$ cat config.mk
export PLATFORM = sky130hd
export DESIGN_NAME = mod_updown_counter
export DESIGN_NICKNAME = d
export VERILOG_FILES = /design/src/rtl/mod_updown_counter_pkg.sv /design/src/rtl/mod_updown_counter.sv
export SDC_FILE = /design/constraint.sdc
export NUM_CORES = 1
export LEC_CHECK = 0
export CORE_AREA = 10 10 47 49
export CTS_BUF_LIST = sky130_fd_sc_hd__clkbuf_8
export CTS_CLUSTER_SIZE = 25
export DETAILED_ROUTE_END_ITERATION = 12
export DIE_AREA = 0 0 57 59
export MAX_ROUTING_LAYER = met4
export PLACE_DENSITY_LB_ADDON = 0.1
export SYNTH_ARGS = -nofsm -noshare
export SYNTH_HDL_FRONTEND = slang
export SYNTH_SLANG_ARGS = --single-unit
$ cat constraint.sdc
create_clock -name clk -period 1.66 [get_ports clk]
set_input_delay 0.332 -clock clk [delete_from_list [all_inputs] [get_ports clk]]
set_output_delay 0.332 -clock clk [all_outputs]
set_load 0.02 [all_outputs]
$ cat src/rtl/mod_updown_counter_pkg.sv
// Shared constants and the pure next-count function for the up/down counter.
// The function works on a fixed 32-bit datapath so any WIDTH up to 32 can reuse it.
package mod_updown_counter_pkg;

    localparam logic DIR_DOWN  = 1'b0;
    localparam logic DIR_UP    = 1'b1;
    localparam logic MODE_WRAP = 1'b0;
    localparam logic MODE_SAT  = 1'b1;

    localparam int CNT_W = 32;

    typedef struct packed {
        logic [CNT_W-1:0] value;
        logic             ovf;
        logic             udf;
    } count_result_t;

    // Values above max are never presented, so "not below max" means "at max".
    function automatic count_result_t next_count(
        input logic [CNT_W-1:0] q,
        input logic             dir,
        input logic             mode,
        input logic [CNT_W-1:0] max
    );
        count_result_t res;
        res       = '0;
        res.value = q;
        if (dir == DIR_UP) begin
            if (q < max) begin
                res.value = q + 32'd1;
            end else if (mode == MODE_WRAP) begin
                res.value = '0;
                res.ovf   = 1'b1;
            end
        end else begin
            if (q != '0) begin
                res.value = q - 32'd1;
            end else if (mode == MODE_WRAP) begin
                res.value = max;
                res.udf   = 1'b1;
            end
        end
        return res;
    endfunction

endpackage

$ cat src/rtl/mod_updown_counter.sv
// Parametrised up/down counter modulo MAX_VAL+1 with wrap/saturate mode,
// clear, clamped parallel load, cascade terminal count and wrap pulses.
module mod_updown_counter
    import mod_updown_counter_pkg::*;
#(
    parameter int WIDTH     = 3,
    parameter int MAX_VAL   = 2**WIDTH - 1,
    parameter int RESET_VAL = 0
) (
    input  logic             clk,
    input  logic             reset,
    input  logic             en,
    input  logic             dir,
    input  logic             mode,
    input  logic             clr,
    input  logic             load,
    input  logic [WIDTH-1:0] load_val,
    output logic [WIDTH-1:0] Q,
    output logic             tc,
    output logic             ovf,
    output logic             udf
);

    localparam logic [WIDTH-1:0] MAX_Q = WIDTH'(MAX_VAL);
    localparam logic [WIDTH-1:0] RST_Q = WIDTH'(RESET_VAL);

    logic [WIDTH-1:0] r_q;
    logic             r_ovf;
    logic             r_udf;

    logic [CNT_W-1:0] w_q_ext;
    count_result_t    w_next;
    logic [WIDTH-1:0] w_next_q;
    logic [WIDTH-1:0] w_load_q;
    logic             w_unused_bits;

    assign w_q_ext  = CNT_W'(r_q);
    assign w_next   = next_count(w_q_ext, dir, mode, CNT_W'(MAX_Q));
    assign w_next_q = w_next.value[WIDTH-1:0];
    assign w_unused_bits = &{1'b0, w_next.value};

    // Out-of-range load values clamp so Q can never leave 0..MAX_VAL.
    assign w_load_q = (load_val > MAX_Q) ? MAX_Q : load_val;

    always_ff @(posedge clk) begin
        if (reset) begin
            r_q   <= RST_Q;
            r_ovf <= 1'b0;
            r_udf <= 1'b0;
        end else if (clr) begin
            r_q   <= RST_Q;
            r_ovf <= 1'b0;
            r_udf <= 1'b0;
        end else if (load) begin
            r_q   <= w_load_q;
            r_ovf <= 1'b0;
            r_udf <= 1'b0;
        end else if (en) begin
            r_q   <= w_next_q;
            r_ovf <= w_next.ovf;
            r_udf <= w_next.udf;
        end else begin
            r_ovf <= 1'b0;
            r_udf <= 1'b0;
        end
    end

    // Combinational so a downstream stage on the same clock can use it as enable.
    assign tc  = en & ((dir & (r_q == MAX_Q)) | (~dir & (r_q == '0)));
    assign Q   = r_q;
    assign ovf = r_ovf;
    assign udf = r_udf;

endmodule

==> impl_metrics.py <==
metrics = {
    "routing": {
        "ant_nets": 0,
        "drcViolationCount": 0,
        "detail_route.wl_per_cell_um": 12.40,
        "post_drt_via_cell_ratio": 4.809,
        "wl_met3_um": 97,
        "wl_mm": 1.166,
        "drt-initial-drc-count": 7,
        "routed.top_layer": "met4",
        "dr.pass1.iters": 2,
        "vias": 452,
        "wl_met2_um": 579,
        "met1Wirelength_um": 485,
    },
    "setup_path": {
        "crit_arrival_ns": 1.27,
        "r2r_start": "Q[0]$_SDFFE_PP0P_",
        "r2r_end": "Q[2]$_SDFFE_PP0P_",
        "worstSetupPathType": "register to primary output",
        "reg2regPathDepth": 7,
        "r2r_slack_ns": 0.12,
        "critPathMaxFanout": 4,
        "cp-start-kind": "register",
        "worstSetupEndpointType": "primary output",
        "cp.required_ns": 1.33,
    },
    "floorplan": {
        "fp.dieH_um": 59,
        "initial_core_util_pct": 26.07,
        "die_w_um": 57,
        "rows": 14,
        "dieArea_um2": 3363,
        "ios": 16,
        "coreArea_um2": 1401,
    },
    "clock_tree": {
        "cts_root_buffer": "clkbuf_8",
        "clk_latency_ns": 0.22,
        "cts_buffers": 3,
        "cts_tree": "built",
        "clockBufferDepth": 2,
        "cts_sinks": 5,
        "path_clk_slew_ns": 0.04,
        "cts_max_level": 1,
    },
    "timing": {
        "min_period_over_period_pct": 96.67,
        "maxClockFrequency_ghz": 0.6232,
        "finalHoldViolCount": 0,
        "finalWorstSetupSlack_ns": 0.05525,
        "clock_skew_ns": 0.002524,
        "final_max_slew_viol_count": 0,
        "maxSlewHeadroom_pct": 79.98,
        "finalSetupViolCount": 0,
        "rsz0062_at_grt": "false",
        "period_needed_ns": 1.605,
        "tns_ns": 0,
        "tightest_slew_ns": 0.2992,
    },
    "final_layout": {
        "final_common_cell": "buf_4",
        "seq_area_um2": 102.6,
        "layout-drive-gt1-share_pct": 33.33,
        "final-instance-count-excl-fill": 94,
        "multi_input_area_um2": 274.0,
        "area_growth_syn_to_layout_pct": 94.52,
        "final_cell_area_um2": 710.7,
        "antennaDiodeCount": 0,
        "layout.nets": 93,
        "final_core_util_pct": 50.71,
        "fillers": 154,
        "layout_common_cells": "buf_4, clkdlybuf4s50_1, inv_1, nor2_1, a21oi_1",
    },
    "placed_design": {
        "dpl.cell_count": 90,
        "dp_hpwl_um": 996,
        "placed_cell_area_um2": 633.1,
        "portBuffers": 15,
        "pre_cts_ws_ns": -0.4444,
        "gp_congestion": 0.7990,
    },
    "grt": {
        "grt_pass1_vias": 471,
        "grtUsageTotal_pct": 7.658,
        "grt_max_degree": 9,
        "grt_pass1_wl_mm": 2.014,
        "grt_antenna_before_repair": 0,
        "grt-ovfl-total": 0,
    },
    "synth": {
        "syn_area_um2": 365.4,
        "synth_top_family_by_area": "simple AND/OR/NAND/NOR gates",
        "synth-xor-area-share_pct": 0,
        "synth_cell_types": 19,
        "synth_fp_nets": 60,
        "synth-compound-area-share_pct": 25.34,
        "synthAdderAreaFrac_pct": 13.70,
        "muxShareOfSynthArea_pct": 0,
        "syn_inst": 46,
        "yosys_warnings": 0,
        "avgSynthCellArea_um2": 7.942,
        "yosysSeqAreaShare_pct": 27.40,
        "ys_seq_elements": 5,
        "yosys.area_share.simple_pct": 27.40,
    },
    "outcome": {
        "run_status": "finished clean",
    },
    "power": {
        "peakVddDrop_mv": 0.1792,
        "p_leak_nw": 0.3330,
        "p_per_area_nw_per_um2": 681.0,
    },
    "min_path": {
        "hold_path_end": "Q[0]$_SDFFE_PP0P_",
        "holdCritStartpoint": "Q[0]$_SDFFE_PP0P_",
        "whs_path_depth": 3,
        "hold_path.class": "register to register",
    },
    "run": {
        "maxCapViolCount": 0,
    },
}
state kept, by name, indices dropped and copies added (netlist names):
signal,cells
ovf,1
udf,1
Q,3
power by group:
group / internal [W] / switching, W
sequential: 0.000126 / 0.00000429
combinational: 0.0000767 / 0.0000605
clock: 0.000158 / 0.0000585
through the flow:
stage	power, W	hold slack (ns)
3_5_place_dp	0.0002583	0.6614
6_report	0.0004840	0.6497
4_1_cts	0.0004752	0.6521
2_1_floorplan	0.0001832	0.4335
3_3_place_gp	0.0002583	0.6573
5_1_grt	0.0005108	0.6960
Yosys cell counts:
master | n | area share, %
dfxtp_1 | 5 | 27
nor2_1 | 6 | 6.2
nor3_1 | 1 | 1.4
nand2b_1 | 1 | 1.7
nand4bb_1 | 1 | 3.1
nand4_1 | 3 | 5.1
a21oi_1 | 5 | 6.8
o31ai_1 | 1 | 2.1
nand3_1 | 2 | 2.7
or3_1 | 1 | 1.7
a31oi_1 | 2 | 3.4
o41ai_2 | 1 | 4.5
o211ai_2 | 1 | 3.4
ha_1 | 4 | 14
inv_1 | 6 | 6.2
a22o_1 | 1 | 2.4
nand2_1 | 2 | 2.1
o21ai_0 | 2 | 2.7
nor4_2 | 1 | 3.4
logic make-up (layout without fill, tap and decap cells):
group	Yosys count	count (layout)
AND/OR/NAND/NOR	18	18
AO/OA/AOI/OAI	13	13
buffers and inverters	6	38
flip-flops	5	5
adder cells (fa/ha/maj)	4	4
per-layer routing:
metal	track usage, %	vias up
li1	-	232
met1	8.124	209
met2	11.63	9
met3	4.292	2
met4	3.020	0
met5	-	-
worst max-delay path by stage:
stage          slack [ns]           endpoint              start
5_1_grt             0.002                 tc                dir
3_5_place_dp        -0.44                 tc                dir
6_report             0.06               Q[1]  Q[1]$_SDFFE_PP0P_
3_3_place_gp        -0.43                 tc                dir
2_1_floorplan        0.04  Q[1]$_SDFFE_PP0P_  Q[0]$_SDFFE_PP0P_
4_1_cts             0.002               Q[1]  Q[1]$_SDFFE_PP0P_
worst max-delay path: stages (launching register included):
cell and delay (ns):
dfxtp_2 0.33, buf_4 0.12, clkdlybuf4s50_1 0.60
final cells by class:
class / instances / area share, %
Sequential cell: 5 / 14.44
Inverter: 6 / 3.169
Multi-Input combinational cell: 35 / 38.56
Timing Repair Buffer: 28 / 34.68
Clock buffer: 3 / 5.810
Clock inverter: 1 / 0.5282
Tap cell: 16 / 2.817
what timing repair did:
action                                  CTS  global route
gates resized for setup                   6             9
pin swaps                                 0             2
setup buffers                             0             0
hold buffers                              0             0
endpoints found under the setup margin    3             5
Power figures use the tool's default switching activity.
==> edit: new RTL, config.mk and constraints unchanged <==
Put one more register stage on the output `ovf`, without a reset. The value now appears one clock later. The other outputs are not delayed to match.
--- a/src/rtl/mod_updown_counter.sv
+++ b/src/rtl/mod_updown_counter.sv
@@ -25,2 +25,4 @@
     localparam logic [WIDTH-1:0] RST_Q = WIDTH'(RESET_VAL);
+
+    logic ovf_d;
 
@@ -70,4 +72,8 @@
     assign Q   = r_q;
-    assign ovf = r_ovf;
+    assign ovf_d = r_ovf;
     assign udf = r_udf;
+
+    always_ff @(posedge clk) begin
+        ovf <= ovf_d;
+    end
 
Check against the original RTL: not equivalent (Yosys sat finds a counterexample within 4 cycles, from zero or initial values).
==> edit against the unedited design <==
Sequential cell count up 1; the flow now finishes with violations (negative setup slack); cell area up 14%; largest cell class unchanged; critical path type unchanged; power up 10%; largest power group unchanged; worst setup slack worse by 0.15 ns; area after synthesis up 11%; via count up 6.4%; routed wire length up 11%; first-iteration DRC count up 43%.
==> edit: results (changes against the unedited design) <==
[metrics] result of the run: finished, violations left
[metrics] violations in the final reports: negative setup slack
[metrics] half-perimeter wire length of the detailed placement result: 1030 um (+3.6%)
[metrics] worst reg2reg path endpoint: Q[0]$_SDFFE_PP0P_
[metrics] total global routing track utilization: 0.0749 (-0.00168)
[metrics] routed metal-1 wire length: 595 um (+23%)
[metrics] leakage power total: 0.335 nW (+0.67%)
[metrics] Clk network pwr share: 0.425 (-0.023)
[metrics] depth of the worst hold-timing path: 0 (-3)
[metrics] sw frac: 0.262 (+0.00762)
[metrics] Post-synth top cells: 6 x sky130_fd_sc_hd__dfxtp_1, 4 x sky130_fd_sc_hd__ha_1, 4 x sky130_fd_sc_hd__nor2_1
[metrics] setup ws final: -0.0992 ns (-0.154 ns)
[metrics] Worst IR Drop VDD: 218 uV (+22%)
[metrics] portion of the post-synthesis area used by sequential elements: 0.295 (+0.0214)
[metrics] total length of routed met3 wires: 66 um (-32%)
[metrics] via count: 481 (+6.4%)
[metrics] fraction of the mapped netlist area in compound gates: 0.246 (-0.00727)
[metrics] cell types occupying the most area after synthesis: sky130_fd_sc_hd__dfxtp_1 30%, sky130_fd_sc_hd__ha_1 12%, sky130_fd_sc_hd__a21boi_0 3.7%, sky130_fd_sc_hd__nor2_1 3.7%, sky130_fd_sc_hd__nand2b_4 3.4%
[metrics] wire length of the first global-routing pass: 1900 um (-5.8%)
[metrics] part of the total power dissipated in sequential elements: 0.287 (+0.019)
[metrics] worst hold path startpoint: ovf_d$_SDFF_PP0_
[metrics] fraction of final layout cells with drive strength greater than 1: 0.425 (+0.0917)
[metrics] signed area change from the synthesized netlist to the final layout: 98.5%
[metrics] maximum fanout along the worst path: 2 (-2)
[metrics] Placed Cells: 91 (+1.1%)
[metrics] Fin Setup TNS: -0.257 ns (-0.257 ns)
[metrics] Layout fillers: 128 (-17%)
[metrics] amount of wire on met2 after detailed routing: 604 um (+4.3%)
[metrics] number of violations reported at the end of detailed-routing iteration 0: 10 (+3)
[metrics] worst slack at placement: -0.562 ns (-0.117 ns)
[metrics] count of endpoints failing setup in the final report: 4 (+4)
[metrics] placed cell area: 708 um2 (+12%)
[metrics] destination of the worst hold path: ovf$_DFF_P_
[metrics] Pre-antenna DRT Iters: 4 (+2)
-- edit: metal layers --
metal / vias to the layer above / global-route usage
met2: 18 / 0.119
li1: 243 / -
met5: - / -
met1: 216 / 0.0755
met4: 0 / 0.0604
met3: 4 / 0.0215
-- edit: repair_timing --
| action | CTS | global route |
|---|---|---|
| pin swaps | 4 | 4 |
| setup endpoints to repair | 6 | 4 |
| setup buffers | 1 | 0 |
| resized for setup | 12 | 7 |
-- edit: cell type report --
class                   count  area share
clock buffers               3      0.0512
inverters                   3      0.0202
flip-flops and latches      6       0.158
well taps                  16      0.0248
clock inverters             1     0.00465
repair buffers             31       0.340
multi-input cells          36       0.402
-- edit: critical path, cell delays in order (launching register included) --
cell and delay (ns):
sky130_fd_sc_hd__dfxtp_4 0.34, sky130_fd_sc_hd__inv_4 0.06, sky130_fd_sc_hd__ha_4 0.13, sky130_fd_sc_hd__or3b_4 0.39
sky130_fd_sc_hd__a21boi_2 0.15, sky130_fd_sc_hd__buf_6 0.13
